`src/rtl/instruction_fetch.sv`:
```
// Instruction fetch stage: owns the PC, issues 1-cycle-latency word reads and
// buffers returned instructions in a small FIFO feeding decode over valid/ready.
module instruction_fetch #(
    parameter int unsigned       ADDR_W   = 32,
    parameter logic [ADDR_W-1:0] RESET_PC = '0,
    parameter int unsigned       DEPTH    = 2
) (
    input  logic              clk,
    input  logic              rst,
    output logic              imem_req,
    output logic [ADDR_W-1:0] imem_addr,
    input  logic [31:0]       imem_rdata,
    input  logic              redirect_valid,
    input  logic [ADDR_W-1:0] redirect_pc,
    input  logic              halt,
    output logic              out_valid,
    input  logic              out_ready,
    output logic [31:0]       out_instr,
    output logic [ADDR_W-1:0] out_pc
);

    localparam int unsigned PTR_W = (DEPTH > 1) ? $clog2(DEPTH) : 1;
    localparam int unsigned CNT_W = PTR_W + 1;

    logic [ADDR_W-1:0] r_pc;
    logic [ADDR_W-1:0] r_req_pc;
    logic              r_infl;
    logic [31:0]       r_instr [DEPTH];
    logic [ADDR_W-1:0] r_ipc   [DEPTH];
    logic [PTR_W-1:0]  r_wr_ptr;
    logic [PTR_W-1:0]  r_rd_ptr;
    logic [CNT_W-1:0]  r_count;

    logic              w_pop;
    logic              w_push;
    logic              w_issue;
    logic [CNT_W:0]    w_pending;

    // Occupancy the FIFO will reach counting the response already in flight;
    // issuing only while it is below DEPTH makes overflow impossible.
    assign w_pending = (CNT_W+1)'(r_count) + (CNT_W+1)'(r_infl) - (CNT_W+1)'(w_pop);
    assign w_issue   = !rst && !halt && !redirect_valid && (w_pending < (CNT_W+1)'(DEPTH));
    assign w_push    = r_infl && !redirect_valid;

    assign out_valid = (r_count != '0) && !redirect_valid;
    assign w_pop     = out_valid && out_ready;
    assign imem_req  = w_issue;
    assign imem_addr = r_pc;
    assign out_instr = r_instr[r_rd_ptr];
    assign out_pc    = r_ipc[r_rd_ptr];

    always_ff @(posedge clk or posedge rst) begin
        if (rst) begin
            r_pc     <= RESET_PC;
            r_req_pc <= '0;
            r_infl   <= 1'b0;
            r_wr_ptr <= '0;
            r_rd_ptr <= '0;
            r_count  <= '0;
            for (int unsigned i = 0; i < DEPTH; i++) begin
                r_instr[i] <= '0;
                r_ipc[i]   <= '0;
            end
        end else if (redirect_valid) begin
            // Squash everything younger than the redirect, including this cycle's response.
            r_pc     <= redirect_pc;
            r_infl   <= 1'b0;
            r_wr_ptr <= '0;
            r_rd_ptr <= '0;
            r_count  <= '0;
        end else begin
            r_infl <= w_issue;
            if (w_issue) begin
                r_pc     <= r_pc + ADDR_W'(1);
                r_req_pc <= r_pc;
            end
            if (w_push) begin
                r_instr[r_wr_ptr] <= imem_rdata;
                r_ipc[r_wr_ptr]   <= r_req_pc;
                r_wr_ptr          <= r_wr_ptr + PTR_W'(1);
            end
            if (w_pop) begin
                r_rd_ptr <= r_rd_ptr + PTR_W'(1);
            end
            r_count <= r_count + CNT_W'(w_push) - CNT_W'(w_pop);
        end
    end

endmodule

```
`config.mk`:
```
export PLATFORM = sky130hd
export DESIGN_NAME = instruction_fetch
export DESIGN_NICKNAME = d
export VERILOG_FILES = /design/src/rtl/instruction_fetch.sv
export SDC_FILE = /design/constraint.sdc
export NUM_CORES = 1
export LEC_CHECK = 0
export CORE_MARGIN = 3
export CORE_UTILIZATION = 47
export CTS_BUF_LIST = sky130_fd_sc_hd__clkbuf_16
export DETAILED_ROUTE_END_ITERATION = 7
export PLACE_DENSITY_LB_ADDON = 0.3
export SLEW_MARGIN = 10
export SYNTH_ARGS = -nofsm -noshare
export SYNTH_HDL_FRONTEND = slang
export SYNTH_SLANG_ARGS = --single-unit
```
`constraint.sdc`:
```
create_clock -name clk -period 5.6 [get_ports clk]
set_clock_uncertainty 0.2 [all_clocks]
set_input_delay 0.56 -clock clk [delete_from_list [all_inputs] [get_ports clk]]
set_output_delay 0.56 -clock clk [all_outputs]
set_load 0.1 [all_outputs]
```
# Word level (Yosys, flattened, before mapping)
# Cells that the tools add are included.
# op_classes
addsub,7
order_cmp,4
n_mux,18
n_bitwise,3
n_reduce_logical,16
# op_table
cell,n
32-bit two-way mux,9
64-bit bitwise mux,2
32-bit by 1-bit adder with 32-bit output (second input constant),1
32-bit demux with 1-bit select,1
2-bit nonzero test,4
1-bit logical AND,7
1-bit two-way mux,5
2-bit greater-or-equal comparator (second input constant),2
1-bit NOT with 2-bit output,2
2-bit AND reduction,2
2-bit by 1-bit adder with 3-bit output,1
1-bit zero test,3
3-bit by 2-bit less-than comparator with 1-bit output (second input constant),1
3-bit by 1-bit subtractor with 3-bit output,1
1-bit adder (second input constant),2
2-bit by 1-bit adder with 2-bit output,1
2-bit by 1-bit less-than comparator with 1-bit output (second input constant),1
2-bit two-way mux,1
2-bit by 1-bit subtractor with 2-bit output,1
1-bit NOT,1
# word_totals
ff_bits,197
inputBits,69
out_inout_bits,98
word_cells,58

# Longest topological paths before layout
# Gate-level depths: netlist (run 1).
# depth
ltp_word,8
depth_mapped,14
depth_no_buf,12

# Worst setup path before layout (run 1)
# Ideal clock, no wire load.
# synth_timing
path_type,input port to output port
start,in redirect_valid
end,out imem_req
arrival_ns,4.916
required_time_ns,4.840
slack_ns,-0.076
path_stages,12
n_path_buf,4
path_cell_list,buf_6 -> nor2_1 -> and2_1 -> ha_1 -> nand2b_1 -> fa_1 -> or4b_1 -> or2_1 -> buf_6 -> clkbuf_1 -> clkbuf_1 -> inv_1
# synth_via
elab_chain_len,6
word_cells_on_any_way,7
classes_between,add/sub (1); order compare (1); reduce/logical (5)
# synth_rtl
element,line,rtl
start: declaration,13,"input logic redirect_valid,"
1-bit zero test,45,assign out_valid = (r_count != '0) && !redirect_valid;
1-bit logical AND,45,
net out_valid,16,"output logic out_valid,"
1-bit logical AND,46,assign w_pop = out_valid && out_ready;
3-bit by 1-bit subtractor with 3-bit output,41,assign w_pending = (CNT_W+1)'(r_count) + (CNT_W+1)'(r_infl) - (CNT_W+1)'(w_pop);
3-bit by 2-bit less-than comparator with 1-bit output,42,assign w_issue = !rst && !halt && !redirect_valid && (w_pending < (CNT_W+1)'(DEPTH));
1-bit logical AND,42,
end: declaration,10,"output logic imem_req,"
# The timed path passes the listed nets, and every way through them passes these cells.

# Final worst setup path (run 1)
# layout_timing
start,reg r_count[1]
end,out imem_req
# layout_via
elab_chain_len,6
word_cells_on_any_way,7
classes_between,add/sub (2); order compare (1); reduce/logical (4)
# layout_rtl
element,line,rtl
start: declaration,32,logic [CNT_W-1:0] r_count;
start signal: assignment,85,r_count <= r_count + CNT_W'(w_push) - CNT_W'(w_pop);
"parallel branches: the longest is 3 deep, another holds 2-bit by 1-bit adder with 3-bit output",--,
3-bit by 1-bit subtractor with 3-bit output (*),41,
3-bit by 2-bit less-than comparator with 1-bit output (*),42,
1-bit logical AND (*),42,
# Every way passes the cells marked *.

==> results of run 1 <==
cells by family (layout without fill, tap and decap cells):
| kind of cell | Yosys count | after routing | share of synthesized area, % |
|---|---|---|---|
| fa+ha+maj | 5 | 5 | 0.786 |
| xor+xnor | 8 | 8 | 0.786 |
| compound gates | 67 | 67 | 4.98 |
| flops | 197 | 197 | 55.3 |
| mux | 195 | 195 | 24.6 |
| simple gates | 208 | 208 | 10.9 |
| buf+inv | 54 | 213 | 2.68 |
per-layer routing:
metal / share of wire [%] / routed length (um) / up-vias / global-route usage (%)
met5: 0 / 0 / - / 0
met4: 1.0 / 207 / 0 / 4.61
met3: 7.1 / 1470 / 21 / 6.49
met2: 46 / 9500 / 200 / 31.6
met1: 46 / 9490 / 3142 / 28.6
li1: - / - / 2887 / -
sequential cells by signal (all words and copies together) (netlist names):
signal and flops:
imem_addr 32, r_count 2, r_infl 1, r_instr 64
r_ipc 64, r_rd_ptr 1, r_req_pc 32, r_wr_ptr 1
area by class of cell:
cell class / instances / area, sq um / share of cell area [%]
timing repair buffer: 172 / 1720 / 15.1
clock buffer: 17 / 425 / 3.74
clock inverter: 13 / 184 / 1.62
multi-input combinational: 483 / 3770 / 33.1
inverter: 11 / 57.6 / 0.506
tap: 229 / 287 / 2.52
sequential: 197 / 4930 / 43.3
placed cells by master (no fill, tap or decap), drive strengths merged, types with 4 or more instances in the layout:
cell type      Yosys  layout
a21oi              7       7
a22oi              5       5
a31oi              4       4
buf                9       8
bufinv             0       4
clkbuf            34      17
clkdlybuf4s50      0     164
clkinv             1       8
dfrtp            197     197
ha                 4       4
inv               10      10
mux2             192     192
nand2            126     126
nand3             15      15
nand4             10      10
nor2              23      23
nor3               4       4
nor4               8       8
o211ai             7       7
o21ai             24      24
o311ai             5       5
xnor2              6       6
worst max-delay path, delay by kind of cell, from the launching register on:
kind	cells	cell delay, ns
adders and majority gates	2	0.76
buffers and inverters	3	0.74
DFF	1	0.45
and+or+nand+nor	6	1.42
power by group:
part           switching [mW]  leakage (nW)  internal (mW)  total, mW
sequential              0.245          2.53           1.79       2.03
combinational            2.08          2.29          0.825       2.91
clock                   0.532         0.298          0.744       1.28
total                    2.86          5.12           3.35       6.21
worst paths after layout:
kind	to	slack, ns	cells after the start
worst max register to register	imem_addr[21]	1.56	12
worst min register to register	r_req_pc[18]	0.30	2
max in group asynchronous	r_ipc[43]	3.55	3
min in group asynchronous	r_count[1]	0.50	2
worst max-delay path	imem_req	0.99	11
worst min-delay path	r_req_pc[18]	0.30	2
per-stage QoR:
stage                     hold slack [ns]  cells
after floorplan                     0.258    734
after global placement              0.281   1092
after detailed placement            0.287   1092
after CTS                           0.303   1122
after global routing                0.309   1122
final                               0.302   1122
==> out/results.env, run 1 <==
STATUS='finished, final reports clean'
SETUP.WORST_PATH.CLASS='reg2out'
CRITICAL_PATH.MAX_STAGE_DELAY_NS=0.48
SYNTH.AVG_CELL_AREA_SQ_UM=12.1
YS_SEQ_AREA_SHARE_PCT=55.3
CRITPATHSLOWESTCELL='sky130_fd_sc_hd__fa_1'
SYNTH_NETS=808
POST-SYNTH-TOP-COUNT-CELL='sky130_fd_sc_hd__dfrtp_1'
ANTENNA_FOUND_INITIAL=0
FILLCELLCOUNT=1463
DIE_WIDTH_UM=144
LEAKAGEPOWER_nW=5.12
HTREEDEPTH=4
ROUTE.ANTENNA.REMAINING_NETS=0
IR_WORST_VDD_uV=350
LAYOUT.CORE_UTILIZATION_PCT=62.3
CTSHOLDBUFFERS=0
VIA_PER_INST=5.57
INITIAL_UTILIZATION_PCT=48.8
YOSYS_WARNINGS=0
WORST-ENDPOINT-REQUIRED_NS=4.84
ASYNCSETRESETFLOPFRACSYNTH_PCT=100
DR.FIRST_ITER.DRC_COUNT=374
HPWLAFTERDP_MM=13.1
POWER_DENSITY_nW_PER_UM2=546
SYNTH_FF_TYPE='sky130_fd_sc_hd__dfrtp_1'
SYNTH.LARGEST_AREA_CELL='sky130_fd_sc_hd__dfrtp_1'
LAYOUT.CELL_AREA.NON_FILLER_SQ_UM=11400
FINALWORSTSETUPSLACK_NS=0.985
WORST_SLEW_MARGIN_REL_PCT=15.6
CLK_SLEW_ON_WORST_S_H_PATHS_NS=0.07
CP_CELL_SEQUENCE='nor2_1 > nor2_2 > and2_1 > ha_1 > nand2b_1 > fa_1 > or4b_1 > or2_2 > buf_4 > inv_1 > buf_12'
TIMING_WORST_SLEW_PIN_VALUE_NS=1.26
SETUP.WORST_PATH.START_CLASS='register'
TRITONCTS='yes'
DP_SLACK_NS=1.17
SYN-INSTANCE-COUNT=734
DRC=0
SYNTH_CELL_TYPES=50
FLOW.AREA_GROWTH_FROM_SYNTHESIS_PCT=27.6
NUMCTSBUFFERS=17
NETLIST_AREA_SQ_UM=8920
NUM-NETS-FINAL=956
TOTAL_POWER_mW=6.21
ENDPOINT_KIND='primary output'
CTS.PATH.MAX_BUFFERS=2
MAXSLEWVIOLCOUNT=0
MINIMUM_CLOCK_PERIOD_AFTER_LAYOUT_NS=4.61
FINALSETUPVIOLATIONS=0
WORST-PATH-MAX-FANOUT=69
R2R_START='r_count[1]'
YS_FF_LATCH=197
GRT_START_MAX_NET_PINS=107
WORSTHOLDPATHTYPE='reg2reg'
TIMING.FINAL.CRIT_SHARE_PCT=82.4
DRIVE_GT1_SHARE_PCT=27.2
YS_TOP_CELLS_BY_COUNT='197 x sky130_fd_sc_hd__dfrtp_1, 192 x sky130_fd_sc_hd__mux2_2, 126 x sky130_fd_sc_hd__nand2_1, 34 x sky130_fd_sc_hd__clkbuf_1'
GRT.OVERFLOW.TOTAL=0
CLKSINKCOUNT=197
RSZ_0062_RAISED_AFTER_GLOBAL_ROUTING='false'
TOP_LEVEL_PORTS=167
HOLD_VIOL=0
WIRE_LENGTH_OF_THE_FIRST_GLOBAL_ROUTING_PASS_MM=33.6
SYNTH_TOP_AREA_SHARE_PCT=55.3
ARRIVAL_NS=3.85
STARTPOINT='r_count[1]'
HP-START='r_req_pc[18]'
FMAXACHIEVABLE_GHz=0.217
GRT_PASS1_VIAS=6420
CLKLATENCYLATEPIN_NS=0.43
CAP_VIOL_MAX_COUNT=0
FIRSTDRTPASSITERS=5
NUMBER_OF_PLACEMENT_ROWS=49
ANTENNA-DIODE-COUNT=0
PER_CELL_ROUTED_WIRE_LENGTH_UM=18.4
PORT_BUFFERS=166
FLOORPLAN.CORE_AREA_SQ_UM=18300
TOTAL_LENGTH_OF_ROUTED_WIRES_MM=20.7
CLK_ROOT_BUF='sky130_fd_sc_hd__clkbuf_16'
PLACEDINSTANCEAREA_SQ_UM=10800
TNS_NS=0
POSTCTSRESIZEDCELLS=0
CTS.REPAIR_TIMING.SETUP_BUFFER_COUNT=0
DIE_AREA_SQ_UM=20700
FINALWEIGHTEDCONGESTION=0.773
DIE_Y_EXTENT_UM=144
SYNTH.AREA.TOP_CELLS='sky130_fd_sc_hd__dfrtp_1 55%, sky130_fd_sc_hd__mux2_2 24%, sky130_fd_sc_hd__nand2_1 5.3%, sky130_fd_sc_hd__clkbuf_1 1.4%, sky130_fd_sc_hd__o21ai_0 1.3%'
ROUTE.VIAS.TOTAL=6250
NUMBER_OF_SYNTHESIZED_FLOPS_WITH_AN_ENABLE_PIN=0
OVERALL_GLOBAL_ROUTING_RESOURCE_USAGE_PCT=20.5
Power figures use the tool's default switching activity.
==> run 2, diff against run 1 <==
clock period = 3.7 ns   (was 5.6 ns; I/O delays follow)
==> out/results.env, run 2 (synthesis gave the netlist of run 1 again) <==
DRIVE_GT1_SHARE_PCT=36.9
ENDPOINT_KIND='primary output'
CLKLATENCYLATEPIN_NS=0.43
ANTENNA-DIODE-COUNT=0
COMB_POWER_SHARE_PCT=46.9
CAP_VIOL_MAX_COUNT=0
ARRIVAL_NS=3.10
RR_WORST_DEPTH=14
MOST_COMMON_LIBRARY_CELL_IN_THE_LAYOUT_IGNORING_FILL_AND_TAPS='sky130_fd_sc_hd__dfrtp_1'
FINALWEIGHTEDCONGESTION=0.809
NUM-NETS-FINAL=975
CLK_ROOT_BUF='sky130_fd_sc_hd__clkbuf_16'
DR.FIRST_ITER.DRC_COUNT=336
FILLCELLCOUNT=1481
FLOW.AREA_GROWTH_FROM_SYNTHESIS_PCT=28.0
PER_CELL_ROUTED_WIRE_LENGTH_UM=18.2
GRT.OVERFLOW.TOTAL=0
NETSW_mW=4.39
FIRSTDRTPASSITERS=5
PLACED_INSTS=1105
DP_SLACK_NS=-0.0238
WORST_SLEW_MARGIN_REL_PCT=29.9
REGISTER_AREA_SQ_UM=4940
HOLD_VIOL=0
INTERNAL_PWR_TOTAL_mW=4.81
WORST-ENDPOINT-REQUIRED_NS=3.13
FINALSETUPVIOLATIONS=0
FINAL-INSTANCE-COUNT-EXCL-FILL=1143
WORSTHOLDPATHTYPE='in2async'
PORT_BUFFERS=166
MINIMUM_CLOCK_PERIOD_AFTER_LAYOUT_NS=3.67
CLK_SLEW_ON_WORST_S_H_PATHS_NS=0.07
DIE_Y_EXTENT_UM=144
POWER_SWITCHING_SHARE_PCT=47.7
FINAL_CELL_MIX='194 x sky130_fd_sc_hd__dfrtp_1, 192 x sky130_fd_sc_hd__mux2_2, 126 x sky130_fd_sc_hd__nand2_1'
ANTENNA_FOUND_INITIAL=0
TIMING.FINAL.CRIT_SHARE_PCT=99.2
CLOCK_POWER_SHARE_PCT=19.7
GRT_START_MAX_NET_PINS=81
SETUP.WORST_PATH.CLASS='reg2out'
FLOORPLAN.CORE_AREA_SQ_UM=18300
FINALWORSTSETUPSLACK_NS=0.0313
HTREEDEPTH=4
TOTAL_LENGTH_OF_ROUTED_WIRES_MM=20.8
STARTPOINT='r_count[1]'
R2R_START='r_count[1]'
MULTI_INPUT_COMB_AREA_SQ_UM=3810
TOP_LEVEL_PORTS=167
LEAKAGEPOWER_nW=5.30
TIMING_WORST_SLEW_PIN_VALUE_NS=1.05
SETUP.WORST_PATH.START_CLASS='register'
WORST-PATH-MAX-FANOUT=12
LAYOUT.CORE_UTILIZATION_PCT=62.4
NUMBER_OF_PLACEMENT_ROWS=49
RSZ_0062_RAISED_AFTER_GLOBAL_ROUTING='true'
TRITONCTS='yes'
DRC=0
DIE_AREA_SQ_UM=20700
LARGESTREGISTERS='r_instr x64, r_ipc x64'
MAXSLEWVIOLCOUNT=0
TNS_NS=0
DIE_WIDTH_UM=144
FIN_WORST_HOLD_SLACK_NS=0.200
ROUTE.VIAS.TOTAL=6299
INITIAL_UTILIZATION_PCT=48.8
IR_WORST_VDD_uV=495
SEQ_POWER_SHARE_PCT=33.4
CLKSINKCOUNT=197
OVERALL_GLOBAL_ROUTING_RESOURCE_USAGE_PCT=20.7
ROUTE.ANTENNA.REMAINING_NETS=0
NUMCTSBUFFERS=17
STATUS='finished, final reports clean'
HPWLAFTERDP_MM=14.0
VIA_PER_INST=5.51
GRT_PASS1_VIAS=6358
CTS.PATH.MAX_BUFFERS=2
WIRE_LENGTH_OF_THE_FIRST_GLOBAL_ROUTING_PASS_MM=33.7
POWER_DENSITY_nW_PER_UM2=807
FMAXACHIEVABLE_GHz=0.273
-- run 2: area by class of cell --
type,instances,area share [%]
Sequential cell,197,43.3
Clock buffer,17,3.73
Inverter,11,0.537
Timing Repair Buffer,191,15.2
Clock inverter,15,1.31
Multi-Input combinational cell,483,33.4
Tap cell,229,2.51
-- run 2: power by group through the flow --
| stage | sequential [mW] | combinational, mW | clock, mW |
|---|---|---|---|
| final | 3.07 | 4.32 | 1.81 |
| after global routing | 3.15 | 4.50 | 1.95 |
| after CTS | 3.08 | 4.35 | 1.86 |
| after detailed placement | 3.12 | 4.34 | 0 |
| after global placement | 3.09 | 4.30 | 0 |
| after floorplan | 3.26 | 3.28 | 0 |
-- run 2: final timing paths --
check	slack (ns)	to
setup / recovery	0.03	imem_req
hold / removal	0.20	r_ipc[23]
setup reg to reg	0.20	imem_addr[4]
hold reg to reg	0.30	r_ipc[23]
max in group asynchronous	2.25	imem_addr[22]
min in group clk	0.30	r_ipc[23]
-- run 2: routing by layer --
metal  wire length (um)  global-route usage (%)  vias up
met2               9820                    32.9      181
met1               9390                    28.7     3179
met3               1420                    5.89        9
li1                   -                       -     2930
met4                153                    4.16        0
met5                  0                       0        -
-- run 2: timing repair --
action,4_1_cts,5_1_grt
pin swaps,1,1
hold buffers,0,0
resized for setup,3,2
cloned,0,0
setup endpoints to repair,1,1
buffers inserted,2,4
endpoints found under the hold margin,0,0
-- run 2: critical path: stages (launching register included) --
cell	delay [ns]
sky130_fd_sc_hd__dfrtp_2	0.42
sky130_fd_sc_hd__nor2_4	0.12
sky130_fd_sc_hd__nor2_4	0.04
sky130_fd_sc_hd__and2_4	0.14
sky130_fd_sc_hd__ha_4	0.20
sky130_fd_sc_hd__nand2b_4	0.13
sky130_fd_sc_hd__fa_1	0.48
sky130_fd_sc_hd__or4b_4	0.46
sky130_fd_sc_hd__or2_4	0.27
sky130_fd_sc_hd__buf_12	0.15
sky130_fd_sc_hd__clkinvlp_4	0.07
sky130_fd_sc_hd__buf_12	0.16
-- run 2: per-stage QoR --
| step | total power, mW | instance area [sq um] |
|---|---|---|
| floorplan | 6.54 | 8980 |
| global placement | 7.39 | 10800 |
| detailed placement | 7.45 | 10800 |
| CTS | 9.29 | 11400 |
| global route | 9.60 | 11400 |
| finish | 9.20 | 11400 |
==> run 3, diff against run 2 <==
HOLD_SLACK_MARGIN = 0.1   (was unset)
==> results of run 3 <==
Final layout, timing and power as in run 2 (identical DEF).
